<file path="src/rtl/pipe_stage_buffer.sv">
// Elastic pipeline stage: a circular buffer of DEPTH control/data entries with valid/ready on both sides.
// Optional stall/flush statistics counters are built when PIPE_STAGE_BUFFER_STATS_EN is defined.
module pipe_stage_buffer #(
  parameter int CTRL_W = 16,
  parameter int DATA_W = 143,
  parameter int DEPTH  = 2
) (
  input  logic                         Clk,
  input  logic                         Reset,
  input  logic                         InValid,
  output logic                         InReady,
  input  logic [CTRL_W-1:0]            InCtrl,
  input  logic [DATA_W-1:0]            InData,
  output logic                         OutValid,
  input  logic                         OutReady,
  output logic [CTRL_W-1:0]            OutCtrl,
  output logic [DATA_W-1:0]            OutData,
  input  logic                         Flush,
  output logic [$clog2(DEPTH+1)-1:0]   Occupancy,
  output logic [31:0]                  StallCount,
  output logic [31:0]                  FlushCount
);

  localparam int OCC_W = $clog2(DEPTH + 1);
  localparam int PTR_W = (DEPTH > 1) ? $clog2(DEPTH) : 1;
  localparam logic [OCC_W-1:0] FULL_C = OCC_W'(DEPTH);
  localparam logic [PTR_W-1:0] LAST_C = PTR_W'(DEPTH - 1);

  logic [CTRL_W-1:0] ctrl_mem_q [DEPTH];
  logic [DATA_W-1:0] data_mem_q [DEPTH];

  logic [PTR_W-1:0] head_q, head_d;
  logic [PTR_W-1:0] tail_q, tail_d;
  logic [OCC_W-1:0] occ_q, occ_d;

  logic push, pop;

  // Explicit wrap so DEPTH need not be a power of two.
  function automatic logic [PTR_W-1:0] ptr_inc(input logic [PTR_W-1:0] p);
    return (p == LAST_C) ? '0 : p + 1'b1;
  endfunction

  function automatic logic [31:0] sat_inc(input logic [31:0] v);
    return (v == 32'hFFFF_FFFF) ? v : v + 32'd1;
  endfunction

  // Handshake flags depend only on registered occupancy: no OutReady->InReady path.
  assign InReady   = (occ_q < FULL_C);
  assign OutValid  = (occ_q != '0);
  assign Occupancy = occ_q;
  assign push      = InValid && InReady;
  assign pop       = OutValid && OutReady;

  assign OutCtrl = OutValid ? ctrl_mem_q[head_q] : '0;
  assign OutData = OutValid ? data_mem_q[head_q] : '0;

  always_comb begin
    head_d = head_q;
    tail_d = tail_q;
    occ_d  = occ_q;
    if (Flush) begin
      head_d = '0;
      tail_d = '0;
      occ_d  = '0;
    end else begin
      if (push) tail_d = ptr_inc(tail_q);
      if (pop)  head_d = ptr_inc(head_q);
      case ({push, pop})
        2'b10:   occ_d = occ_q + 1'b1;
        2'b01:   occ_d = occ_q - 1'b1;
        default: occ_d = occ_q;
      endcase
    end
  end

  always_ff @(posedge Clk or negedge Reset) begin
    if (!Reset) begin
      head_q <= '0;
      tail_q <= '0;
      occ_q  <= '0;
    end else begin
      head_q <= head_d;
      tail_q <= tail_d;
      occ_q  <= occ_d;
    end
  end

  // Storage carries no reset; occupancy alone decides what is visible.
  always_ff @(posedge Clk) begin
    if (push && !Flush) begin
      ctrl_mem_q[tail_q] <= InCtrl;
      data_mem_q[tail_q] <= InData;
    end
  end

`ifdef PIPE_STAGE_BUFFER_STATS_EN
  logic [31:0] stall_q, stall_d;
  logic [31:0] flush_q, flush_d;

  always_comb begin
    stall_d = stall_q;
    flush_d = flush_q;
    if (InValid && !InReady) stall_d = sat_inc(stall_q);
    if (Flush)               flush_d = sat_inc(flush_q);
  end

  always_ff @(posedge Clk or negedge Reset) begin
    if (!Reset) begin
      stall_q <= '0;
      flush_q <= '0;
    end else begin
      stall_q <= stall_d;
      flush_q <= flush_d;
    end
  end

  assign StallCount = stall_q;
  assign FlushCount = flush_q;
`else
  assign StallCount = '0;
  assign FlushCount = '0;
`endif

endmodule

</file>
<file path="config.mk">
export PLATFORM = sky130hd
export DESIGN_NAME = pipe_stage_buffer
export DESIGN_NICKNAME = d
export VERILOG_FILES = /design/src/rtl/pipe_stage_buffer.sv
export SDC_FILE = /design/constraint.sdc
export NUM_CORES = 1
export LEC_CHECK = 0
export ABC_AREA = 1
export CORE_ASPECT_RATIO = 1.1
export CORE_MARGIN = 2
export CORE_UTILIZATION = 30
export CTS_CLUSTER_DIAMETER = 150
export CTS_CLUSTER_SIZE = 30
export DETAILED_ROUTE_END_ITERATION = 8
export GPL_ROUTABILITY_DRIVEN = 0
export SLEW_MARGIN = 25
export SYNTH_ARGS = -nofsm -noshare
export SYNTH_HDL_FRONTEND = slang
export SYNTH_SLANG_ARGS = --single-unit
</file>
<file path="constraint.sdc">
create_clock -name Clk -period 14.65 [get_ports Clk]
set_clock_uncertainty 0.2 [all_clocks]
set_input_delay 4.395 -clock Clk [delete_from_list [all_inputs] [get_ports Clk]]
set_output_delay 4.395 -clock Clk [all_outputs]
set_load 0.005 [all_outputs]
</file>
==> run metrics <==
startpoint types=register; Max H-tree Level=1; largest net degree at the start of global routing=83; vias in the first global route=7759; RR Endpoint=data_mem_q[0][57]; syn_area_per_cell=around 13 µm²; worst hold endpoint=tail_q; final worst path period share=56.24%; flop2flop setup slack=11630 ps; design area=16530 µm²; Max Fanout on Critical Path=81; Hold-fix buffers, CTS=0; Max-Cap Viols=0; metal3 WL=around 1.9 mm; status=finished clean; Pint=1.562 mW; hold_ws=362.4 ps; drt pass-1 iters=4; Ys Warns=0; sequential-to-total area share from yosys stat=76.58%; Switch Pwr=609.2 µW; Netlist cell types=19; Fillers=just under 4000; DR WL met2=16.36 mm; DIE AREA=roughly 44000 µm²; footprint of the multi-input gates=2384 µm²; pwr/cell area=about 130 nW/µm²; post-route minimum period=8239 ps; Final Hold Viols=0; Routed Antenna Nets=0; Reg power frac=between 50% and 60%; fmax=121.4 MHz; met1 WL=roughly 13 mm; Rows=78; Die Wd=~200 µm; Finish-stage setup viols=0; Root Buffer=clkbuf_16; core area=41380 µm²; Crit. End Element=output port; # port buffers=326; Gate Count Post-Synth=948; hold path depth=1; DR WL/cell=17.27 µm; worst-case clock buffer depth=3; register area=a little under 10000 µm²; Tot GR Track Use=between 10% and 20%; vias per inst=4.337; pre-CTS setup slack=6924 ps; Hold Startpoint=tail_q; post-route insts no fill=1815; RSZ-0062 raised after global routing=false; Leakage=5.668 nW; Top Layer Used=met5; # placed instances=1793; Setup CP Type=reg -> out; DRC viols=0; clock buffer count from CTS=14; DRT Wirelength=31.35 mm; Yosys reg bits=322; TNS Setup=0 ps; CP arrival=~3600 ps; CTS tree=yes; Via Count=slightly below 8000; CP required=10050 ps; Final HPWL DP=20.25 mm; Die Height=218.9 µm; Final WS setup=6411 ps; register clock-pin slew on the reported worst setup and hold paths=110 ps; Area Overhead vs Synth=31.21%; first-pass GRT wire length=about 47 mm; initial core utilization=between 30% and 40%; CP startpoint=head_q; Worst Tran Pin Value=1036 ps; Comb pwr share=28.3%; Layout Nets=~1400; Critical R2R Launch=Occupancy[1]; min-delay worst type=reg -> reg; post_cts resized=0; CTS Sinks=322; Final Max Tran Viols=0; Switching Share=28.06%; Area after DPL=about 16000 µm²; Worst R2R Path Depth=7; antenna violations before repair=3; clock network power share=a little over a fifth; io pins=391; Post-CTS Setup Inserts=0; Rel. slew slack=30.97%; Synth Cell Area=12600 µm²; clk_lat worst skew=500 ps; total grt overflow=0; initial DRC count=between 300 and 400; share of cells above drive strength 1=3.352%; Worst IR Drop VDD=a little under 0.00009 V
==> critical path, cell delays in order (launching register included) <==
cell	delay [ps]
dfrtp_4	700
buf_4	560
buf_4	780
nand2_1	140
a21oi_1	240
clkdlybuf4s50_1	560
==> logic make-up after synthesis <==
logic type	after synthesis	synth area share (%)
simple gates	341	10.45
flops	322	76.58
compound gates	162	6.445
buf+inv	122	6.495
other cells	1	0.02976
==> power groups by stage <==
stage | combinational [mW] | sequential, mW | clock (mW)
after floorplan | 0.276 | 1.12 | 0
after global placement | 0.624 | 1.12 | 0
after detailed placement | 0.626 | 1.12 | 0
after CTS | 0.631 | 1.10 | 0.481
after global routing | 0.674 | 1.10 | 0.513
final | 0.615 | 1.10 | 0.459
==> layer usage <==
| layer | global-route usage (%) | up-vias |
|---|---|---|
| li1 | - | 3763 |
| met1 | 16.96 | 3849 |
| met2 | 25.27 | 235 |
| met3 | 2.966 | 22 |
| met4 | 2.963 | 2 |
| met5 | 0 | - |
==> final cells by class <==
| cell class | instances | share of cell area [%] |
|---|---|---|
| Multi-Input combinational cell | 567 | 14.42 |
| Sequential cell | 322 | 58.39 |
| Inverter | 6 | 0.1514 |
| Timing Repair Buffer | 338 | 20.36 |
| Tap cell | 560 | 4.238 |
| Clock inverter | 1 | 0.05298 |
| Clock buffer | 19 | 2.361 |
| Antenna cell | 2 | 0.03027 |
==> registers in the layout (all words and copies together) (netlist names) <==
name and flops:
tail_q 1, data_mem_q 286, ctrl_mem_q 32, head_q 1, Occupancy 2
==> synth_stat cells (all sizes together) <==
master | count | area (µm²)
dfrtp | 4 | 100.1
nand2 | 333 | 1272
edfxtp | 318 | 9549
o22ai | 1 | 6.260
nor2 | 5 | 28.78
o21ai | 1 | 5.000
buf | 116 | 794.5
nand3 | 3 | 15.01
a21oi | 160 | 800.8
clkinv | 1 | 5.000
inv | 5 | 18.77
conb | 1 | 3.750
==> worst max-delay path by stage <==
stage / endpoint / slack [ps] / depth (start not counted)
after floorplan: ctrl_mem_q[0][0] / 2570 / 4
after global placement: OutData[113] / 6950 / 5
after detailed placement: OutData[113] / 6920 / 5
after CTS: OutData[113] / 6320 / 5
after global routing: OutData[42] / 6140 / 5
final: OutData[42] / 6410 / 5
==> placed cells by master, fill, tap and decap left out <==
cell type	synthesis	routed
nand2_1	328	328
clkdlybuf4s50_1	0	326
edfxtp_1	318	318
a21oi_1	160	160
conb_1	1	64
clkbuf_16	0	15
buf_4	78	11
clkbuf_1	0	4
dfrtp_1	4	3
inv_2	3	3
nor2_4	1	3
nand2_2	3	3
nand3_1	3	3
diode_2	0	2
nand2_4	2	2
inv_1	2	2
inv_4	0	1
nor2_2	1	1
o21ai_0	1	1
o22ai_1	1	1
nor2_1	3	1
inv_6	0	1
dfrtp_4	0	1
buf_12	0	1
==> per-stage QoR <==
step,total power [mW],utilization [%]
4_1_cts,2.209,39.94
5_1_grt,2.288,39.95
3_3_place_gp,1.740,38.93
3_5_place_dp,1.744,38.98
6_report,2.171,39.95
2_1_floorplan,1.400,-
Note: power is estimated with default switching activity, not from simulation.
